$ cat src/rtl/triple_buffer_controller.sv
// Triple-buffer index allocator: one writer and one reader share a grant output; the writer never receives the buffer the reader holds.
// Optional simulation logging is compiled only when BUFFER_CONTROLLER_LOG_EN is defined.
module triple_buffer_controller #(
    parameter int LOG_LEVEL = 0
) (
    input  logic       clk,
    input  logic       reset_n,
    input  logic       write_rq_rdy,
    input  logic       finalize_wr,
    input  logic       read_rq_rdy,
    input  logic       finalize_rd,
    output logic       buffer_id_valid,
    output logic [1:0] buffer_id
);

    typedef enum logic [1:0] {
        IDLE     = 2'd0,
        WR_GRANT = 2'd1,
        RD_GRANT = 2'd2
    } state_t;

    state_t     state_reg, state_next;
    logic [1:0] last_written_reg, last_written_next;
    logic [1:0] wr_buf_reg, wr_buf_next;
    logic       wr_busy_reg, wr_busy_next;
    logic [1:0] rd_buf_reg, rd_buf_next;
    logic       rd_busy_reg, rd_busy_next;
    logic [1:0] buffer_id_reg, buffer_id_next;
    logic       buffer_id_valid_reg, buffer_id_valid_next;

    logic [1:0] wr_n1, wr_n2, wr_pick;

    function automatic logic [1:0] mod3_inc(input logic [1:0] v);
        return (v == 2'd2) ? 2'd0 : v + 2'd1;
    endfunction

    // Prefer the buffer after the newest frame; step once more if the reader holds it.
    always_comb begin
        wr_n1   = mod3_inc(last_written_reg);
        wr_n2   = mod3_inc(wr_n1);
        wr_pick = (rd_busy_reg && (wr_n1 == rd_buf_reg)) ? wr_n2 : wr_n1;
    end

    always_comb begin
        state_next           = state_reg;
        last_written_next    = last_written_reg;
        wr_buf_next          = wr_buf_reg;
        wr_busy_next         = wr_busy_reg;
        rd_buf_next          = rd_buf_reg;
        rd_busy_next         = rd_busy_reg;
        buffer_id_next       = buffer_id_reg;
        buffer_id_valid_next = buffer_id_valid_reg;

        if (finalize_wr && wr_busy_reg) begin
            last_written_next = wr_buf_reg;
            wr_busy_next      = 1'b0;
        end
        if (finalize_rd && rd_busy_reg) begin
            rd_busy_next = 1'b0;
        end

        case (state_reg)
            IDLE: begin
                if (write_rq_rdy && !wr_busy_reg) begin
                    wr_buf_next          = wr_pick;
                    wr_busy_next         = 1'b1;
                    buffer_id_next       = wr_pick;
                    buffer_id_valid_next = 1'b1;
                    state_next           = WR_GRANT;
                end else if (read_rq_rdy && !rd_busy_reg) begin
                    // Uses the pre-update frame even if finalize_wr lands on this edge.
                    rd_buf_next          = last_written_reg;
                    rd_busy_next         = 1'b1;
                    buffer_id_next       = last_written_reg;
                    buffer_id_valid_next = 1'b1;
                    state_next           = RD_GRANT;
                end
            end
            WR_GRANT: begin
                if (!write_rq_rdy) begin
                    buffer_id_valid_next = 1'b0;
                    state_next           = IDLE;
                end
            end
            RD_GRANT: begin
                if (!read_rq_rdy) begin
                    buffer_id_valid_next = 1'b0;
                    state_next           = IDLE;
                end
            end
            default: begin
                buffer_id_valid_next = 1'b0;
                state_next           = IDLE;
            end
        endcase
    end

    always_ff @(posedge clk or negedge reset_n) begin
        if (!reset_n) begin
            state_reg           <= IDLE;
            last_written_reg    <= 2'd0;
            wr_buf_reg          <= 2'd0;
            wr_busy_reg         <= 1'b0;
            rd_buf_reg          <= 2'd0;
            rd_busy_reg         <= 1'b0;
            buffer_id_reg       <= 2'd0;
            buffer_id_valid_reg <= 1'b0;
        end else begin
            state_reg           <= state_next;
            last_written_reg    <= last_written_next;
            wr_buf_reg          <= wr_buf_next;
            wr_busy_reg         <= wr_busy_next;
            rd_buf_reg          <= rd_buf_next;
            rd_busy_reg         <= rd_busy_next;
            buffer_id_reg       <= buffer_id_next;
            buffer_id_valid_reg <= buffer_id_valid_next;
        end
    end

    assign buffer_id       = buffer_id_reg;
    assign buffer_id_valid = buffer_id_valid_reg;

`ifdef BUFFER_CONTROLLER_LOG_EN
`ifndef SYNTHESIS
    always @(posedge clk) begin
        if (reset_n && (LOG_LEVEL > 0)) begin
            if (state_reg == IDLE && state_next == WR_GRANT)
                $display("%t %m: write grant buffer %0d", $time, wr_pick);
            if (state_reg == IDLE && state_next == RD_GRANT)
                $display("%t %m: read grant buffer %0d", $time, last_written_reg);
            if (finalize_wr)
                $display("%t %m: finalize_wr %s", $time, wr_busy_reg ? "applied" : "ignored");
            if (finalize_rd)
                $display("%t %m: finalize_rd %s", $time, rd_busy_reg ? "applied" : "ignored");
            if ((LOG_LEVEL > 1) && state_reg == IDLE && write_rq_rdy && wr_busy_reg)
                $display("%t %m: write request waiting for finalize", $time);
            if ((LOG_LEVEL > 1) && state_reg == IDLE && read_rq_rdy && rd_busy_reg && !write_rq_rdy)
                $display("%t %m: read request waiting for finalize", $time);
        end
    end
`endif
`endif

endmodule

$ cat config.mk
export PLATFORM = sky130hd
export DESIGN_NAME = triple_buffer_controller
export DESIGN_NICKNAME = d
export VERILOG_FILES = /design/src/rtl/triple_buffer_controller.sv
export SDC_FILE = /design/constraint.sdc
export NUM_CORES = 1
export LEC_CHECK = 0
export BUFFER_PORTS_ARGS = -buffer_cell sky130_fd_sc_hd__buf_4
export CORE_AREA = 8 8 46 48
export DETAILED_ROUTE_END_ITERATION = 10
export DIE_AREA = 0 0 54 56
export GPL_ROUTABILITY_DRIVEN = 0
export PLACE_DENSITY_LB_ADDON = 0.08
export SETUP_SLACK_MARGIN = 0.05
export SYNTH_ARGS = -nofsm -noshare
export SYNTH_HDL_FRONTEND = slang
export SYNTH_SLANG_ARGS = --single-unit
$ cat constraint.sdc
create_clock -name clk -period 1 [get_ports clk]
set_input_delay 0.1 -clock clk [delete_from_list [all_inputs] [get_ports clk]]
set_output_delay 0.1 -clock clk [all_outputs]
set_load 0.02 [all_outputs]
Word-level counts from Yosys, hierarchy flattened
Index checks and enable logic that the tools add are counted.
{"block": "classes", "n_addsub": 2, "n_eq_ne": 8, "mux": 22, "bitwise": 1, "reduce_logical": 13}
{"cell": "two-way mux 2 bit", "n": 9}
{"cell": "two-way mux 1 bit", "n": 11}
{"cell": "== test 2 bit, second input constant", "n": 3}
{"cell": "case mux 2 bit (3 select lines)", "n": 1}
{"cell": "AND reduction 3 bit", "n": 2}
{"cell": "logical AND 1 bit", "n": 5}
{"cell": "adder 2 x 1 -> 2 bit, second input constant", "n": 2}
{"cell": "inequality test 2 bit, second input constant", "n": 2}
{"cell": "AND reduction 2 bit", "n": 2}
{"cell": "inequality test 3 bit, second input constant", "n": 1}
{"cell": "case mux 1 bit (3 select lines)", "n": 1}
{"cell": "== test 2 x 1 -> 1 bit, second input constant", "n": 1}
{"cell": "== test 2 bit", "n": 1}
{"cell": "zero test 1 bit", "n": 2}
{"cell": "zero test 2 bit", "n": 1}
{"cell": "nonzero test 2 bit", "n": 1}
{"cell": "inverter 1 bit", "n": 1}
{"block": "totals", "ff_bits": 13, "out_inout_bits": 3}

Depth between registers and ports, before layout
Gate-level depths: netlist (run 1).
{"block": "depth", "word_depth": 6, "mapped_depth": 4, "mapped_depth_nobuf": 4}

Worst setup path after synthesis (run 1)
No wires, ideal clock.
{"block": "synth_path", "path_kind": "register -> register", "from": "reg state_reg[0]", "to": "reg rd_buf_reg[1]", "arrival_ns": 1.018, "required_ns": 0.873, "path_slack_ns": -0.145, "path_stages_with_launch": 4, "synth_period_minus_slack_ns": 1.145, "cell_sequence": "dfrtp_1 > nor2_2 > nand3_4 > mux2_1"}
{"block": "synth_between", "elab_chain_cells": 2}
{"item": "start, declared", "line": "22", "source": "state_t state_reg, state_next;"}
{"item": "start signal, assigned", "line": "109", "source": "state_reg <= state_next;"}
{"item": "zero test 2 bit", "line": "62", "source": "case (state_reg)"}
{"item": "AND reduction 3 bit (no line)"}
{"item": "end signal, assigned", "line": "113", "source": "rd_buf_reg <= rd_buf_next;"}
{"item": "end, declared", "line": "26", "source": "logic [1:0] rd_buf_reg, rd_buf_next;"}
Every way passes these cells.
A chain may end at the register's enable or synchronous reset.

Worst setup path in the final report (run 1)
{"block": "layout_path", "from": "reg rd_busy_reg", "to": "reg buffer_id_reg[1], in the netlist buffer_id[1]"}
{"block": "layout_between", "elab_chain_cells": 4}
{"item": "start, declared", "line": "27", "source": "logic rd_busy_reg, rd_busy_next;"}
{"item": "start signal, assigned", "line": "114", "source": "rd_busy_reg <= rd_busy_next;"}
{"item": "zero test 1 bit", "line": "70", "source": "end else if (read_rq_rdy && !rd_busy_reg) begin"}
{"item": "logical AND 1 bit", "line": "70"}
{"item": "nonzero test 2 bit (no line)"}
{"item": "AND reduction 2 bit (no line)"}
{"item": "end signal, assigned", "line": "115", "source": "buffer_id_reg <= buffer_id_next;"}
{"item": "end, declared", "line": "28", "source": "logic [1:0] buffer_id_reg, buffer_id_next;"}
Several ways; a longest one is shown, not always the timed one.

==> results of run 1 <==
-- worst max-delay path: stages, from the launching register on --
cell      delay, ns
dfrtp_1        0.41
and2b_4        0.20
o21ai_2        0.12
a211oi_2       0.09
a221o_1        0.27
-- synthesized netlist by cell type --
| master | count | area share, % |
|---|---|---|
| inv_2 | 1 | 0.61 |
| nand2_2 | 1 | 1.0 |
| nor2_1 | 2 | 1.2 |
| a21oi_1 | 1 | 0.82 |
| dfrtp_1 | 13 | 53 |
| a221o_1 | 1 | 1.6 |
| inv_1 | 3 | 1.8 |
| a21o_1 | 3 | 3.7 |
| nand3_4 | 1 | 2.9 |
| and2b_4 | 1 | 1.6 |
| a211o_1 | 1 | 1.4 |
| a21oi_2 | 1 | 1.4 |
| mux2_2 | 2 | 3.7 |
| nor2_2 | 1 | 1.0 |
| o21ai_2 | 2 | 2.9 |
| a211oi_2 | 2 | 4.1 |
| nand2_1 | 6 | 3.7 |
| nor2b_4 | 1 | 2.2 |
| mux2_1 | 1 | 1.8 |
| nor2b_1 | 1 | 1.0 |
| nand2b_4 | 1 | 2.2 |
| nor2b_2 | 1 | 1.4 |
| o21a_1 | 1 | 1.2 |
| o21ai_0 | 4 | 3.3 |
-- routing by layer --
layer	wire length, um	global-route usage, %	vias up
met5	0	0	-
met3	82	3.74	0
li1	-	-	232
met4	0	1.06	0
met2	552	12.4	9
met1	571	11.6	213
-- final timing paths --
| kind | end | slack [ns] |
|---|---|---|
| setup / recovery | buffer_id[1] | -0.19 |
| hold / removal | wr_busy_reg | 0.006 |
| setup reg to reg | buffer_id[1] | -0.19 |
| hold reg to reg | wr_buf_reg[1] | 0.49 |
| max in group asynchronous | wr_busy_reg | 0.62 |
| min in group asynchronous | buffer_id_valid | 0.20 |
-- layout by cell type, fill, tap and decap left out, types with 2 or more instances in the layout --
cell type,n
buf_4,17
dfrtp_1,12
nand2_1,5
inv_1,3
o21ai_0,3
a21o_1,3
clkbuf_4,3
buf_6,3
nor2b_2,2
nand2_4,2
o21ai_2,2
a211oi_2,2
mux2_4,2
nor2_1,2
dlygate4sd3_1,2
-- cells by family (layout without fill, tap and decap cells) --
group	Yosys count	after routing	synth area share, %
DFF	13	13	53.2
AOI/OAI and AO/OA	16	16	20.4
muxes	3	3	5.52
and+or+nand+nor	16	16	18.4
buffers and inverters	4	30	2.45
-- power breakdown --
group          internal [mW]  total (mW)  switching (mW)
combinational          0.760        1.37           0.613
sequential             0.772       0.983           0.211
clock                  0.154       0.320           0.166
total                   1.69        2.68           0.990
-- through the flow --
step	util, %	total power, mW	setup WS [ns]	setup TNS (ns)
floorplan	-	1.69	-0.134	-0.425
global placement	54.8	2.20	-0.174	-1.00
detailed placement	54.8	2.21	-0.183	-1.09
CTS	58.4	2.59	-0.191	-1.09
global route	61.2	2.87	-0.241	-1.48
finish	61.2	2.68	-0.194	-1.05
-- cell type report --
| type | instances | area, um^2 |
|---|---|---|
| fill | 124 | 557 |
| sequential | 13 | 327 |
| multi-input combinational | 35 | 310 |
| timing repair buffer | 22 | 181 |
| clock buffer | 4 | 26.3 |
| tap | 16 | 20.0 |
| inverter | 4 | 15.0 |
-- timing repair --
item | in CTS | in global routing
endpoints found under the setup margin | 11 | 13
hold buffers | 1 | 1
hold endpoints to repair | 13 | 1
gates resized for setup | 5 | 8
cloned | 0 | 0
buffers inserted | 0 | 0
pin swaps | 2 | 1
==> results.yml, run 1 <==
timing:
  rsz0062_at_grt: "yes"
  setup_violations: 9
  skew_ns: 0.00157
  drv_slew: 0
  worst_slew_pin_slew_ns: 0.235
  setup_ws_ns: -0.194
  fmax_mhz: 837
  min_period_ns: 1.19
  finalHoldViolCount: 0
  hold_ws_ns: 0.00617
  finalCritPeriodShare_pct: 119
  timing.slew.headroom_pct: 84.3
outcome:
  status: "finished, violations left"
  violations: "negative setup slack"
drt:
  vias: 454
  via_per_inst: 4.83
  antenna_left: 0
  drtIter0Drc: 7
  wirelength_um: 1210
  drc: 0
  wl_per_cell_um: 12.8
  firstDrtPassIters: 4
clock_tree:
  cts_made_buffers: 3
  cts_buffer_depth: 2
  clkLatencyLatePin_ns: 0.27
  clockRootBuffer: "clkbuf_4"
  clk_pin_slew_ns: 0.08
  htreeDepth: 1
  cts_sinks: 13
  cts_tree: "built"
global_routing:
  grt_util_all_layers_pct: 8.54
  grt_max_degree: 14
  grt_pass1_wl_um: 2030
  grt_pass1_vias: 484
  gr-total-overflow: 0
  antenna_found_initial: 0
worst_setup_path:
  crit_required_ns: 1.16
  crit_path_end_kind: "flop"
  worstRegToRegCells: 4
  cp-startpoint: "rd_busy_reg"
  critPathMaxFanout: 3
  r2r_start: "rd_busy_reg"
  start_kind: "flop"
  worst_ep_arrival_time_ns: 1.35
  criticalPathCategory: "reg -> reg"
synthesis:
  synth_seq_cells: 13
  ys_warn_count: 0
  syn_area_um2: 612
  netlist_instances: 52
  synth_cell_types: 24
  avgSynthCellArea_um2: 11.8
  synth_nets: 58
  ys_seq_area_share_pct: 53.2
floorplan:
  die_x_um: 54
  io_pins: 9
  placementRows: 14
  initial_core_util_pct: 42.6
  dieArea_um2: 3020
  core_um2: 1440
  die_y_um: 56
layout:
  layout.cells.non_filler: 94
  antennaDiodeCount: 0
  syn_to_final_growth_pct: 43.8
  final_area_um2: 880
  final_nets: 85
  drive_above_1_share_pct: 53.8
min_path:
  worstHoldStart: "finalize_wr"
  hold_class: "in -> reg"
  hold_depth: 2
flow_run:
  maxCapViolCount: 0
power:
  p_per_area_nw_per_um2: 3040
  peakVddDrop_v: 0.00134
  p_leak_nw: 0.446
placement:
  dpl_cell_area_um2: 787
  dpl.cell_count: 88
  hpwl_um: 958
  io_buffers: 8
Power figures use the tool's default switching activity.
==> inputs of run 2 (changes only) <==
--- a/config.mk
+++ b/config.mk
@@ -10,7 +10,7 @@
 export DETAILED_ROUTE_END_ITERATION = 10
 export DIE_AREA = 0 0 54 56
 export GPL_ROUTABILITY_DRIVEN = 0
-export PLACE_DENSITY_LB_ADDON = 0.08
+export PLACE_DENSITY_LB_ADDON = 0.25
 export SETUP_SLACK_MARGIN = 0.05
 export SYNTH_ARGS = -nofsm -noshare
 export SYNTH_HDL_FRONTEND = slang
==> run 2 against run 1 <==
Via count up 4.0%. Largest power group unchanged. Critical path type unchanged. Maximum frequency up 0.15%. Combinational power about the same. Clock skew about the same. The flow still finishes with violations (negative setup slack). Core utilization up 0.26 points. Critical path depth unchanged.
==> results.yml, run 2 (synthesized netlist as in run 1, its figures left out) <==
outcome:
  violations: "negative setup slack"
  status: "finished, violations left"
layout:
  most-common-layout-cells: "15 x buf_4, 12 x dfrtp_1, 5 x nand2_1, 4 x buf_6"
  syn_to_final_growth_pct: 44.4
  final_nets: 85
  final_area_um2: 883
  drive_above_1_share_pct: 52.6
  fin_util_pct: 61.5
  antennaDiodeCount: 0
  layout_commonest_cell: "buf_4"
  layout.cells.non_filler: 94
global_routing:
  gr-total-overflow: 0
  grt_pass1_wl_um: 2220
  grt_util_all_layers_pct: 9.80
  grt_max_degree: 14
  antenna_found_initial: 0
  grt_use_met1_pct: 11.5
  met2_usage_pct: 13.9
  grt_use_met3_pct: 4.81
  grt_pass1_vias: 489
  top_usage_layer: "met2"
drt:
  wl_per_cell_um: 13.1
  via_per_inst: 5.02
  antenna_left: 0
  vias: 472
  drc: 0
  drtIter0Drc: 5
  firstDrtPassIters: 3
  wirelength_um: 1230
clock_tree:
  htreeDepth: 1
  clkLatencyLatePin_ns: 0.28
  cts_made_buffers: 3
  cts_buffer_depth: 2
  cts_sinks: 13
  clockRootBuffer: "clkbuf_4"
  clk_pin_slew_ns: 0.08
  cts_tree: "built"
worst_setup_path:
  cp-startpoint: "rd_busy_reg"
  crit_required_ns: 1.17
  regToRegSetupSlack_ns: -0.19
  start_kind: "flop"
  crit_path_end_kind: "flop"
  criticalPathCategory: "reg -> reg"
  critPathMaxFanout: 4
  worstRegToRegCells: 4
  r2r-end: "buffer_id[1]"
  worst_ep_arrival_time_ns: 1.36
  r2r_start: "rd_busy_reg"
min_path:
  worstHoldStart: "read_rq_rdy"
  hold_class: "in -> reg"
  hold_path_end: "state_reg[1]"
  hold_depth: 3
timing:
  worst_slew_pin_slew_ns: 0.235
  min_period_ns: 1.19
  rsz0062_at_grt: "yes"
  skew_ns: 0.00199
  finalCritPeriodShare_pct: 119
  timing.slew.headroom_pct: 84.3
  fmax_mhz: 839
  setup_violations: 10
  drv_slew: 0
  setup_ws_ns: -0.192
  finalHoldViolCount: 0
  fin_tns_setup_ns: -0.958
floorplan:
  dieArea_um2: 3020
  die_x_um: 54
  die_y_um: 56
  core_um2: 1440
  initial_core_util_pct: 42.6
  placementRows: 14
  io_pins: 9
power:
  peakVddDrop_v: 0.00161
  p_per_area_nw_per_um2: 3050
  p_leak_nw: 0.449
placement:
  io_buffers: 8
  dpl.cell_count: 84
  dpl_cell_area_um2: 757
  pre_cts_ws_ns: -0.191
  hpwl_um: 884
flow_run:
  maxCapViolCount: 0
[run 2: timing repair]
action / in CTS / in global routing
cloned: 0 / 0
resized for setup: 4 / 11
pin swaps: 4 / 2
hold buffers: 2 / 1
endpoints found under the setup margin: 12 / 16
buffers inserted: 1 / 2
hold endpoints to repair: 14 / 1
[run 2: how the worst max path moves through the flow]
| stage | to | slack (ns) | depth (start not counted) |
|---|---|---|---|
| finish | buffer_id[1] | -0.19 | 4 |
| global route | buffer_id[1] | -0.26 | 4 |
| CTS | buffer_id[1] | -0.20 | 4 |
| detailed placement | buffer_id[1] | -0.19 | 4 |
| global placement | buffer_id[1] | -0.19 | 4 |
| floorplan | buffer_id[1] | -0.13 | 4 |
[run 2: through the flow]
step	hold WS [ns]	power, mW
floorplan	-0.196	1.69
global placement	-0.0446	2.10
detailed placement	-0.0457	2.12
CTS	0.0212	2.55
global route	0.0786	2.90
finish	0.0854	2.70
[run 2: worst max-delay path: stages (launching register included)]
cell and delay, ns:
dfrtp_1 0.42, and2b_4 0.20, o21ai_2 0.12, a211oi_2 0.09, a221o_1 0.26
[run 2: where the power goes]
part | switching, mW | internal, mW
Sequential | 0.225 | 0.771
Combinational | 0.596 | 0.763
Clock | 0.185 | 0.155
Total | 1.01 | 1.69
[run 2: final cells by class]
type,count,area (um^2)
Inverter,4,15.0
Fill cell,122,553
Clock buffer,4,26.3
Timing Repair Buffer,22,188
Multi-Input combinational cell,35,308
Tap cell,16,20.0
Sequential cell,13,327
[run 2: metal layers]
metal / share of wire (%) / vias to the layer above
li1: - / 233
met4: 2.3 / 0
met2: 47 / 9
met5: 0 / -
met3: 5.1 / 4
met1: 46 / 226
